$ cat src/rtl/pl_reg_skid.sv
// rtl/pl_reg_skid.sv - elastic pipeline register with 2-entry skid buffer
// Optional stall counter enabled by defining PL_REG_SKID_STATS_EN.
module pl_reg_skid #(
    parameter int                 DATA_W      = 32,
    parameter logic [DATA_W-1:0]  RESET_VAL   = '0,
    parameter int                 STALL_CNT_W = 16
) (
    input  logic                   clk,
    input  logic                   reset,
    input  logic                   Flush,
    input  logic                   ValidIn,
    output logic                   ReadyOut,
    input  logic [DATA_W-1:0]      DataIn,
    output logic                   ValidOut,
    input  logic                   ReadyIn,
    output logic [DATA_W-1:0]      DataOut,
    output logic [STALL_CNT_W-1:0] StallCount
);

    typedef enum logic [1:0] {
        EMPTY = 2'd0,
        ONE   = 2'd1,
        TWO   = 2'd2
    } state_t;

    state_t            state;
    logic [DATA_W-1:0] main_q;
    logic [DATA_W-1:0] skid_q;
    logic              in_fire;
    logic              out_fire;

    // ReadyOut depends only on registered state, so upstream never sees a
    // combinational path from ReadyIn.
    assign ReadyOut = !reset && (state != TWO);
    assign ValidOut = (state != EMPTY);
    assign DataOut  = main_q;
    assign in_fire  = ValidIn && ReadyOut;
    assign out_fire = ValidOut && ReadyIn;

    always_ff @(posedge clk or posedge reset) begin
        if (reset) begin
            state  <= EMPTY;
            main_q <= RESET_VAL;
            skid_q <= RESET_VAL;
        end else if (Flush) begin
            state <= EMPTY;
        end else begin
            case (state)
                EMPTY: begin
                    if (in_fire) begin
                        main_q <= DataIn;
                        state  <= ONE;
                    end
                end
                ONE: begin
                    if (in_fire && out_fire) begin
                        main_q <= DataIn;
                    end else if (in_fire) begin
                        skid_q <= DataIn;
                        state  <= TWO;
                    end else if (out_fire) begin
                        state <= EMPTY;
                    end
                end
                TWO: begin
                    if (out_fire) begin
                        main_q <= skid_q;
                        state  <= ONE;
                    end
                end
                default: state <= EMPTY;
            endcase
        end
    end

`ifdef PL_REG_SKID_STATS_EN
    logic [STALL_CNT_W-1:0] stall_q;

    // Saturating count of edges where a valid bundle was held by downstream.
    always_ff @(posedge clk or posedge reset) begin
        if (reset) begin
            stall_q <= '0;
        end else if (ValidOut && !ReadyIn && (stall_q != '1)) begin
            stall_q <= stall_q + STALL_CNT_W'(1);
        end
    end

    assign StallCount = stall_q;
`else
    assign StallCount = '0;
`endif

endmodule

$ cat config.mk
export PLATFORM = sky130hd
export DESIGN_NAME = pl_reg_skid
export DESIGN_NICKNAME = d
export VERILOG_FILES = /design/src/rtl/pl_reg_skid.sv
export SDC_FILE = /design/constraint.sdc
export NUM_CORES = 1
export LEC_CHECK = 0
export ABC_AREA = 1
export CAP_MARGIN = 30
export CORE_MARGIN = 2
export CORE_UTILIZATION = 51
export CTS_CLUSTER_SIZE = 14
export DETAILED_ROUTE_END_ITERATION = 8
export HOLD_SLACK_MARGIN = 0.08
export PLACE_DENSITY_LB_ADDON = 0.1
export SLEW_MARGIN = 20
export SYNTH_ARGS = -nofsm -noshare
export SYNTH_HDL_FRONTEND = slang
export SYNTH_SLANG_ARGS = --single-unit
$ cat constraint.sdc
create_clock -name clk -period 6.03 [get_ports clk]
set_input_delay 1.206 -clock clk [delete_from_list [all_inputs] [get_ports clk]]
set_output_delay 1.206 -clock clk [all_outputs]
set_load 0.01 [all_outputs]
# ---- Word-level counts from Yosys, hierarchy flattened
# Cells that the tools add are included.
dict set report totals {
  regBits 66
  word_cells 37
}
dict set report classes {
  eq_ne 10
  mux 11
  n_bitwise 2
  reduce_logical 11
}
# op n
set op_table {}
lappend op_table {{$mux 32} 3}
lappend op_table {{$pmux 32 s3} 1}
lappend op_table {{$mux 2} 6}
lappend op_table {{$ne 3x3->1 const B} 3}
lappend op_table {{$ne 2x2->1 const B} 4}
lappend op_table {{$reduce_and 4->1} 2}
lappend op_table {{$pmux 2 s3} 1}
lappend op_table {{$reduce_and 5->1} 1}
lappend op_table {{$logic_and 1x1->1} 4}
lappend op_table {{$ne 4x4->1 const B} 1}
lappend op_table {{$reduce_bool 3->1} 1}
lappend op_table {{$eq 2x1->1 const B} 1}
lappend op_table {{$eq 2x2->1 const B} 1}
lappend op_table {{$logic_not 2->1} 1}
lappend op_table {{$not 1->1} 2}
lappend op_table {{$reduce_bool 2->1} 1}
lappend op_table {{$logic_not 1->1} 1}

# ---- Logic depth before layout (Yosys ltp)
# Gate-level depths: netlist (run 1).
dict set report depth {
  word_depth 7
  depth_mapped 9
}

# ---- Worst setup path before layout (run 1)
# No wires, ideal clock.
dict set report synth_timing {
  path_kind {input to register}
  from {input port reset}
  to {register skid_q[0]}
  setup_ps 117
  arrival_time_ps 3635
  t_required_ps 5913
  path_slack_ps 2278
  cell_stages 7
  cell_sequence {inv_1 -> nand3_2 -> nor3_2 -> nand2_2 -> buf_2 -> nand2_1 -> nand2_1}
}
dict set report synth_between {
  elab_chain_cells 6
}
# element line_no
set synth_rtl {}
lappend synth_rtl {{start, declared} 9} ;# input logic reset,
lappend synth_rtl {{$logic_not 1->1 (no line) *} -}
lappend synth_rtl {{$logic_and 1x1->1 *} 34} ;# assign ReadyOut = !reset && (state != TWO);
lappend synth_rtl {{$logic_and 1x1->1 *} 37} ;# assign in_fire = ValidIn && ReadyOut;
lappend synth_rtl {{$logic_and 1x1->1} 56} ;# if (in_fire && out_fire) begin
lappend synth_rtl {{$not 1->1 (no line)} -}
lappend synth_rtl {{$reduce_and 4->1 (no line) *} -}
lappend synth_rtl {{end signal, assigned} 59} ;# skid_q <= DataIn;
lappend synth_rtl {{end, declared} 28} ;# logic [DATA_W-1:0] skid_q;
# Every way passes the cells marked *; elsewhere a longest branch is shown, timed or not.
# A chain may end at the register's enable or synchronous reset.

# ---- Worst setup path in the final report (run 1)
dict set report layout_timing {
  from {input port reset}
  to {output port ReadyOut}
}
dict set report layout_between {
  elab_chain_cells 2
}
# element line_no
set layout_rtl {}
lappend layout_rtl {{$logic_not 1->1 (no line)} -}
lappend layout_rtl {{$logic_and 1x1->1} 34}
lappend layout_rtl {{end, declared} 12} ;# output logic ReadyOut,
# Every way passes these cells.

==> flow_summary.yaml, run 1 <==
placed_design:
  gp_congestion: 0.746
  hpwlAfterDp_mm: 3.98
  place_ws_ps: 2460
  port_buffers: 70
cells_and_area:
  fillers: 505
  multi_input_area_um2: 1220
  nets: 436
  post-route-util_pct: 68.1
  n_antenna_cell: 0
  layout_common_cells: "nand2_1, clkdlybuf4s50_1, dfrtp_1, nand3_1, o21ai_1"
  layout-drive-gt1-share_pct: 7.18
  layout_commonest_cell: "nand2_1"
  area_growth_pct: 30.6
  final-seq-area_um2: 1650
setup_path:
  path_class: "primary input to output port"
  cp_max_fo: 2
  end_kind: "output port"
  worstPathRequired_ps: 4820
  arrival_ps: 2370
  worst_setup_path_start_kind: "primary input"
clocking:
  cts_max_level: 3
  path_clk_slew_ps: 70
  hold_buffers: 0
  root_buffer: "clkbuf_8"
  cts.sinks: 66
  clockBufferDepth: 2
  cts_tree: "yes"
  post_cts_resized: 0
  cts_made_buffers: 9
  clock_latency_ps: 330
  post-cts-setup-buffers: 0
global_route:
  use_met1_pct: 27.6
  grt_antenna_before_repair: 0
  track_usage_pct: 21.2
  grt_overflow: 0
  grt_max_degree: 68
  met3_usage_pct: 4.78
  grt_pass1_vias: 2378
  met2_usage_pct: 35.2
  grt_pass1_wl_mm: 10.8
  top_usage_layer: "met2"
timing:
  setup_viol: 0
  timing.final.ws_setup_ps: 2450
  fin_worst_skew_ps: 9.95
  maxSlewHeadroom_pct: 45.2
  tns_ps: 0
  worstMarginPinSlew_ps: 822
  rsz0062_at_grt: "no"
  fmax_ghz: 0.280
  hold_viol: 0
  final_max_slew_viol_count: 0
  min_period_over_period_pct: 59.3
  period_needed_ps: 3580
pwr:
  power_leakage_uw: 0.00211
  finalPower_uw: 1670
  ir_drop_mv: 0.264
  powerDensity_nw_per_um2: 420
route:
  drt-total-wl_mm: 6.36
  via_per_inst: 5.04
  vias: 2414
  drtAntennaViolNets: 0
  drc: 0
  dr.pass1.iters: 5
  wl_per_cell_um: 13.3
  first_iter_violations: 117
synthesis:
  seq_area_frac_synth_pct: 54.1
  yosys.cell_types.count: 20
  netlist_area_um2: 3050
  synth_seq_cells: 66
  ys_warn_count: 0
  synth_top_area_share_pct: 54.1
  synth_area_leader_cell: "dfrtp_1"
  syn_area_per_cell_um2: 9.16
  yosys-top-cells-area: "dfrtp_1, nand2_1, mux2i_1, nand3_1, o21ai_1"
  synth_cells: 333
floorplan:
  core_area_um2: 5850
  num_io_pins: 87
  num_rows: 28
  die_h_um: 81.3
  start_util_pct: 52.1
  die_x_um: 81.3
  dieArea_um2: 6620
run_status:
  status: "finished, final reports clean"
hold_path:
  min_path_type: "flop to flop"
flow_run:
  cap_violations: 0
-- state kept, by name (all words and copies together) (netlist names) --
name and count:
DataOut 32, state 2, skid_q 32
-- synthesized netlist by cell type, drive strengths merged --
master and instances:
a21oi 2, a31oi 1, buf 32, clkbuf 3, clkinv 1, conb 1, dfrtp 66, inv 7
mux2i 32, nand2 109, nand3 38, nand4 1, nor2 5, nor3 1, o21ai 34
-- area by class of cell --
cell class | count | share of cell area [%]
multi-input combinational | 239 | 30.6
clock buffer | 11 | 3.55
sequential | 66 | 41.4
timing repair buffer | 75 | 19.3
tap | 75 | 2.35
clock inverter | 5 | 1.95
inverter | 8 | 0.754
-- worst paths after layout --
check	from	end	slack (ps)	cells past startpoint
min	skid_q[13]	skid_q[13]	470	2
max reg2reg	state[0]	DataOut[18]	3730	8
max	reset	ReadyOut	2450	3
min reg2reg	skid_q[13]	skid_q[13]	470	2
max in group asynchronous	reset	skid_q[14]	4000	3
min in group asynchronous	reset	state[0]	1490	3
-- worst max-delay path: stages --
cell	delay (ps)
clkdlybuf4s50_1	430
a21oi_1	160
clkdlybuf4s50_1	570
-- per-layer routing --
layer	up-vias	routed length [um]
li1	1199	-
met1	1148	2980
met2	60	3030
met3	7	302
met4	0	53
met5	-	0
-- metrics by stage --
step	cells	hold WS (ps)	cell area, um2
after global placement	461	452	3720
after detailed placement	463	458	3770
after CTS	479	474	3990
after global routing	479	491	3990
final	479	470	3990
after floorplan	348	441	3110
-- report_power, final --
part / switching [uW] / internal (uW)
Sequential: 104 / 637
Combinational: 242 / 280
Clock: 168 / 243
Total: 514 / 1160
-- cells by family after synthesis --
kind of cell           synth area share (%)
DFF                                    54.1
other                                 0.123
and+or+nand+nor                        21.2
buffers and inverters                  7.92
AOI/OAI and AO/OA                      6.11
muxes                                  10.5
Power figures use the tool's default switching activity.
==> run 2, diff against run 1 <==
CORE_UTILIZATION = 43   (was 51)
clock period = 3.2 ns   (was 6.03 ns; I/O delays follow)
==> run 2 against run 1 <==
- core utilization down 9.3 points
- design area grew 0.75%
- highest routed layer unchanged
- sequential power is 89% higher
- critical endpoint unchanged
- largest cell class unchanged
- count of clock-buffer cells in the layout decreased by 1
- combinational power up 87%
- sequential share of layout area is 0.31 points lower
==> flow_summary.yaml, run 2 (synthesized netlist as in run 1, its figures left out) <==
run_status:
  status: "finished, final reports clean"
global_route:
  grt_overflow: 0
  grt_antenna_before_repair: 0
  track_usage_pct: 17.5
  grt_max_degree: 68
  grt_pass1_vias: 2222
  grt_pass1_wl_mm: 10.5
pwr:
  power_frac_comb_pct: 30.2
  ir_drop_mv: 0.384
  power_leakage_uw: 0.00211
  intPower_uw: 2250
  switchingPower_uw: 977
  clkPwrFrac_pct: 26.4
  powerDensity_nw_per_um2: 803
  switching_share_pct: 30.3
  share_seq_of_total_power_pct: 43.4
clocking:
  cts_max_level: 3
  clock_latency_ps: 340
  cts_tree: "yes"
  post_cts_resized: 0
  hold_buffers: 0
  root_buffer: "clkbuf_8"
  cts.sinks: 66
  clockBufferDepth: 2
  cts_made_buffers: 9
  post-cts-setup-buffers: 0
  path_clk_slew_ps: 70
setup_path:
  worst_setup_path_start_kind: "primary input"
  end_kind: "output port"
  reg2reg_slack_ps: 1250
  arrival_ps: 1790
  cp_max_fo: 2
  cpMostUsedCell: "clkdlybuf4s50_1"
  crit_family: "buffers and inverters"
  path_class: "primary input to output port"
  path_cells: "clkdlybuf4s50_1 -> a21oi_1 -> clkdlybuf4s50_1"
  critPathMaxStageDelay_ps: 560
  worstPathRequired_ps: 2560
  cp_num_buf_inv: 2
  cp_slowest_cell: "clkdlybuf4s50_1"
placed_design:
  gp_congestion: 0.844
  port_buffers: 70
  hpwlAfterDp_mm: 4.01
route:
  drc: 0
  vias: 2416
  drtAntennaViolNets: 0
  drt-total-wl_mm: 6.49
  first_iter_violations: 165
  via_per_inst: 4.83
  met2WireLength_mm: 3.12
  wl_met3_um: 446
  wirelength_met1_mm: 2.86
  wl_per_cell_um: 13.0
  dr.pass1.iters: 4
  maxUsedRoutingLayer: "met4"
timing:
  setup_viol: 0
  rsz0062_at_grt: "no"
  maxSlewHeadroom_pct: 44.4
  worstMarginPinSlew_ps: 835
  fin_worst_skew_ps: 7.54
  tns_ps: 0
  fmax_ghz: 0.411
  final_max_slew_viol_count: 0
  period_needed_ps: 2430
  hold_viol: 0
  min_period_over_period_pct: 76.0
flow_run:
  cap_violations: 0
floorplan:
  start_util_pct: 44.7
  num_io_pins: 87
  dieArea_um2: 7780
  die_h_um: 88.2
  num_rows: 30
  core_area_um2: 6830
  die_x_um: 88.2
cells_and_area:
  fillers: 626
  layout_common_cells: "nand2_1, clkdlybuf4s50_1, dfrtp_1, nand3_1, o21ai_1"
  n_antenna_cell: 0
  area_growth_pct: 31.6
  post-route-util_pct: 58.8
  nets: 436
  layout_commonest_cell: "nand2_1"
  layout-drive-gt1-share_pct: 7.18
hold_path:
  min_path_type: "flop to flop"
[run 2: cell type report]
cell class | count | area, um2 | share of cell area, %
multi-input combinational | 239 | 1220 | 30.4
clock inverter | 6 | 115 | 2.87
sequential | 66 | 1650 | 41.1
tap | 96 | 120 | 2.99
timing repair buffer | 75 | 751 | 18.7
inverter | 8 | 30.0 | 0.748
clock buffer | 10 | 128 | 3.18
[run 2: power groups by stage]
stage               logic (uW)  clock network, uW  registers [uW]
floorplan                  429                  0            1460
global placement           964                  0            1410
detailed placement         985                  0            1410
CTS                        987                872            1400
global route              1090                903            1440
finish                     974                851            1400
[run 2: path summary, 6_finish.rpt]
path	from	to	cells past startpoint
max in group asynchronous	reset	skid_q[9]	3
setup reg to reg	state[1]	DataOut[7]	8
setup / recovery	reset	ReadyOut	3
hold / removal	skid_q[9]	skid_q[9]	2
min in group asynchronous	reset	skid_q[20]	3
hold reg to reg	skid_q[9]	skid_q[9]	2
[run 2: layer usage]
layer | global-route usage (%) | vias to the layer above
li1 | - | 1198
met1 | 22.9 | 1119
met2 | 27.8 | 88
met3 | 5.78 | 11
met4 | 5.65 | 0
met5 | 0 | -
[run 2: through the flow]
step	hold WS (ps)	total power [uW]	instances	setup slack [ps]	cell area, um2
after floorplan	441	1890	348	13.8	3110
final	471	3220	500	767	4020
after global routing	492	3430	500	718	4020
after CTS	475	3260	500	760	4020
after detailed placement	457	2400	484	723	3770
after global placement	452	2370	484	747	3770
[run 2: tightest hold or removal path: cells and delay by family (launching register included)]
family        cells  cell delay [ps]
simple gates      2              100
flops             1              340
==> run 3, diff against run 2 <==
CORE_UTILIZATION = 48   (was 43)
clock period = 2.25 ns   (was 3.2 ns; I/O delays follow)
==> run 3 against run 2 <==
- critical path depth unchanged
- design area up 0.28%
- global-route usage up 1.7 points
- final cell count down 2.8%
- first-iteration DRC count up 5.5%
- critical endpoint unchanged
- combinational power up 44%
- power up 42%
- sequential power up 42%
- largest power group unchanged
==> flow_summary.yaml, run 3 (synthesized netlist as in run 1, its figures left out) <==
placed_design:
  port_buffers: 70
  gp_congestion: 0.925
  hpwlAfterDp_mm: 4.15
pwr:
  ir_drop_mv: 0.571
  powerDensity_nw_per_um2: 1130
  finalPower_uw: 4570
  power_leakage_uw: 0.00213
setup_path:
  reg2reg_from: "state[1]"
  path_class: "primary input to output port"
  reg2regPathDepth: 8
  arrival_ps: 1650
  end_kind: "output port"
  reg2reg_slack_ps: 440
  worst_setup_path_start_kind: "primary input"
  worstPathRequired_ps: 1800
  r2r_end: "DataOut[9]"
  cp_max_fo: 2
timing:
  setup_viol: 0
  rsz0062_at_grt: "no"
  min_period_over_period_pct: 93.4
  fmax_ghz: 0.476
  worstMarginPinSlew_ps: 828
  holdWs_ps: 469
  period_needed_ps: 2100
  hold_viol: 0
  final_max_slew_viol_count: 0
  maxSlewHeadroom_pct: 44.8
  fin_worst_skew_ps: 7.15
route:
  drtAntennaViolNets: 0
  wl_per_cell_um: 13.1
  via_per_inst: 5.05
  first_iter_violations: 174
  dr.pass1.iters: 4
  vias: 2452
  drt-total-wl_mm: 6.37
  drc: 0
clocking:
  root_buffer: "clkbuf_8"
  clockBufferDepth: 2
  post_cts_resized: 0
  path_clk_slew_ps: 70
  cts_tree: "yes"
  cts_made_buffers: 9
  hold_buffers: 0
  cts.sinks: 66
  clock_latency_ps: 330
  cts_max_level: 3
  post-cts-setup-buffers: 0
cells_and_area:
  post-route-util_pct: 64.5
  nets: 441
  layout-drive-gt1-share_pct: 8.56
  layout_commonest_cell: "nand2_1"
  layout_common_cells: "nand2_1, clkdlybuf4s50_1, dfrtp_1, nand3_1, o21ai_1"
  n_antenna_cell: 0
  area_growth_pct: 32.0
global_route:
  grt_pass1_wl_mm: 10.7
  track_usage_pct: 19.2
  grt_max_degree: 67
  grt_overflow: 0
  grt_pass1_vias: 2268
  grt_antenna_before_repair: 0
run_status:
  status: "finished, final reports clean"
floorplan:
  num_io_pins: 87
  core_area_um2: 6240
  die_x_um: 83.7
  die_h_um: 83.7
  num_rows: 29
  dieArea_um2: 7010
  start_util_pct: 48.9
flow_run:
  cap_violations: 0
hold_path:
  min_path_type: "flop to flop"
  min_to: "skid_q[3]"
  min_from: "skid_q[3]"
  holdPathStages: 2
[run 3: per-stage QoR]
stage	cells	instance area (um2)	setup TNS, ps	setup WS (ps)
6_report	486	4030	0	149
5_1_grt	486	4030	0	61.5
4_1_cts	486	4030	0	136
3_5_place_dp	470	3790	0	152
3_3_place_gp	470	3790	0	168
2_1_floorplan	348	3170	-2790	-66.5
[run 3: layout make-up]
cell class / count / area (um2)
fillers: 544 / 2210
flip-flops and latches: 66 / 1650
multi-input cells: 239 / 1240
repair buffers: 80 / 776
clock buffers: 10 / 128
clock inverters: 6 / 105
well taps: 77 / 96.3
inverters: 8 / 33.8
[run 3: metal layers]
layer  up-vias  track usage (%)  wire length, um
met2        66             31.9             3050
met4         0             8.06               82
met5         -                0                0
li1       1209                -                -
met1      1170             24.4             2900
met3         7             4.25              328
[run 3: report_power, final]
part / switching, uW / internal (uW) / total (uW)
logic: 641 / 755 / 1400
registers: 284 / 1710 / 1990
clock network: 448 / 731 / 1180
[run 3: critical path, stage by stage]
cell	delay, ps
clkdlybuf4s50_1	460
a21oi_1	180
clkdlybuf4s50_1	560
[run 3: worst max-delay path by stage]
stage | to | slack [ps] | from | depth (start not counted)
2_1_floorplan | DataOut[0] | -70 | reset | 6
3_3_place_gp | ReadyOut | 170 | reset | 3
3_5_place_dp | ReadyOut | 150 | reset | 3
4_1_cts | ValidOut | 140 | state[1] | 3
5_1_grt | ValidOut | 60 | state[1] | 3
6_report | ReadyOut | 150 | reset | 3
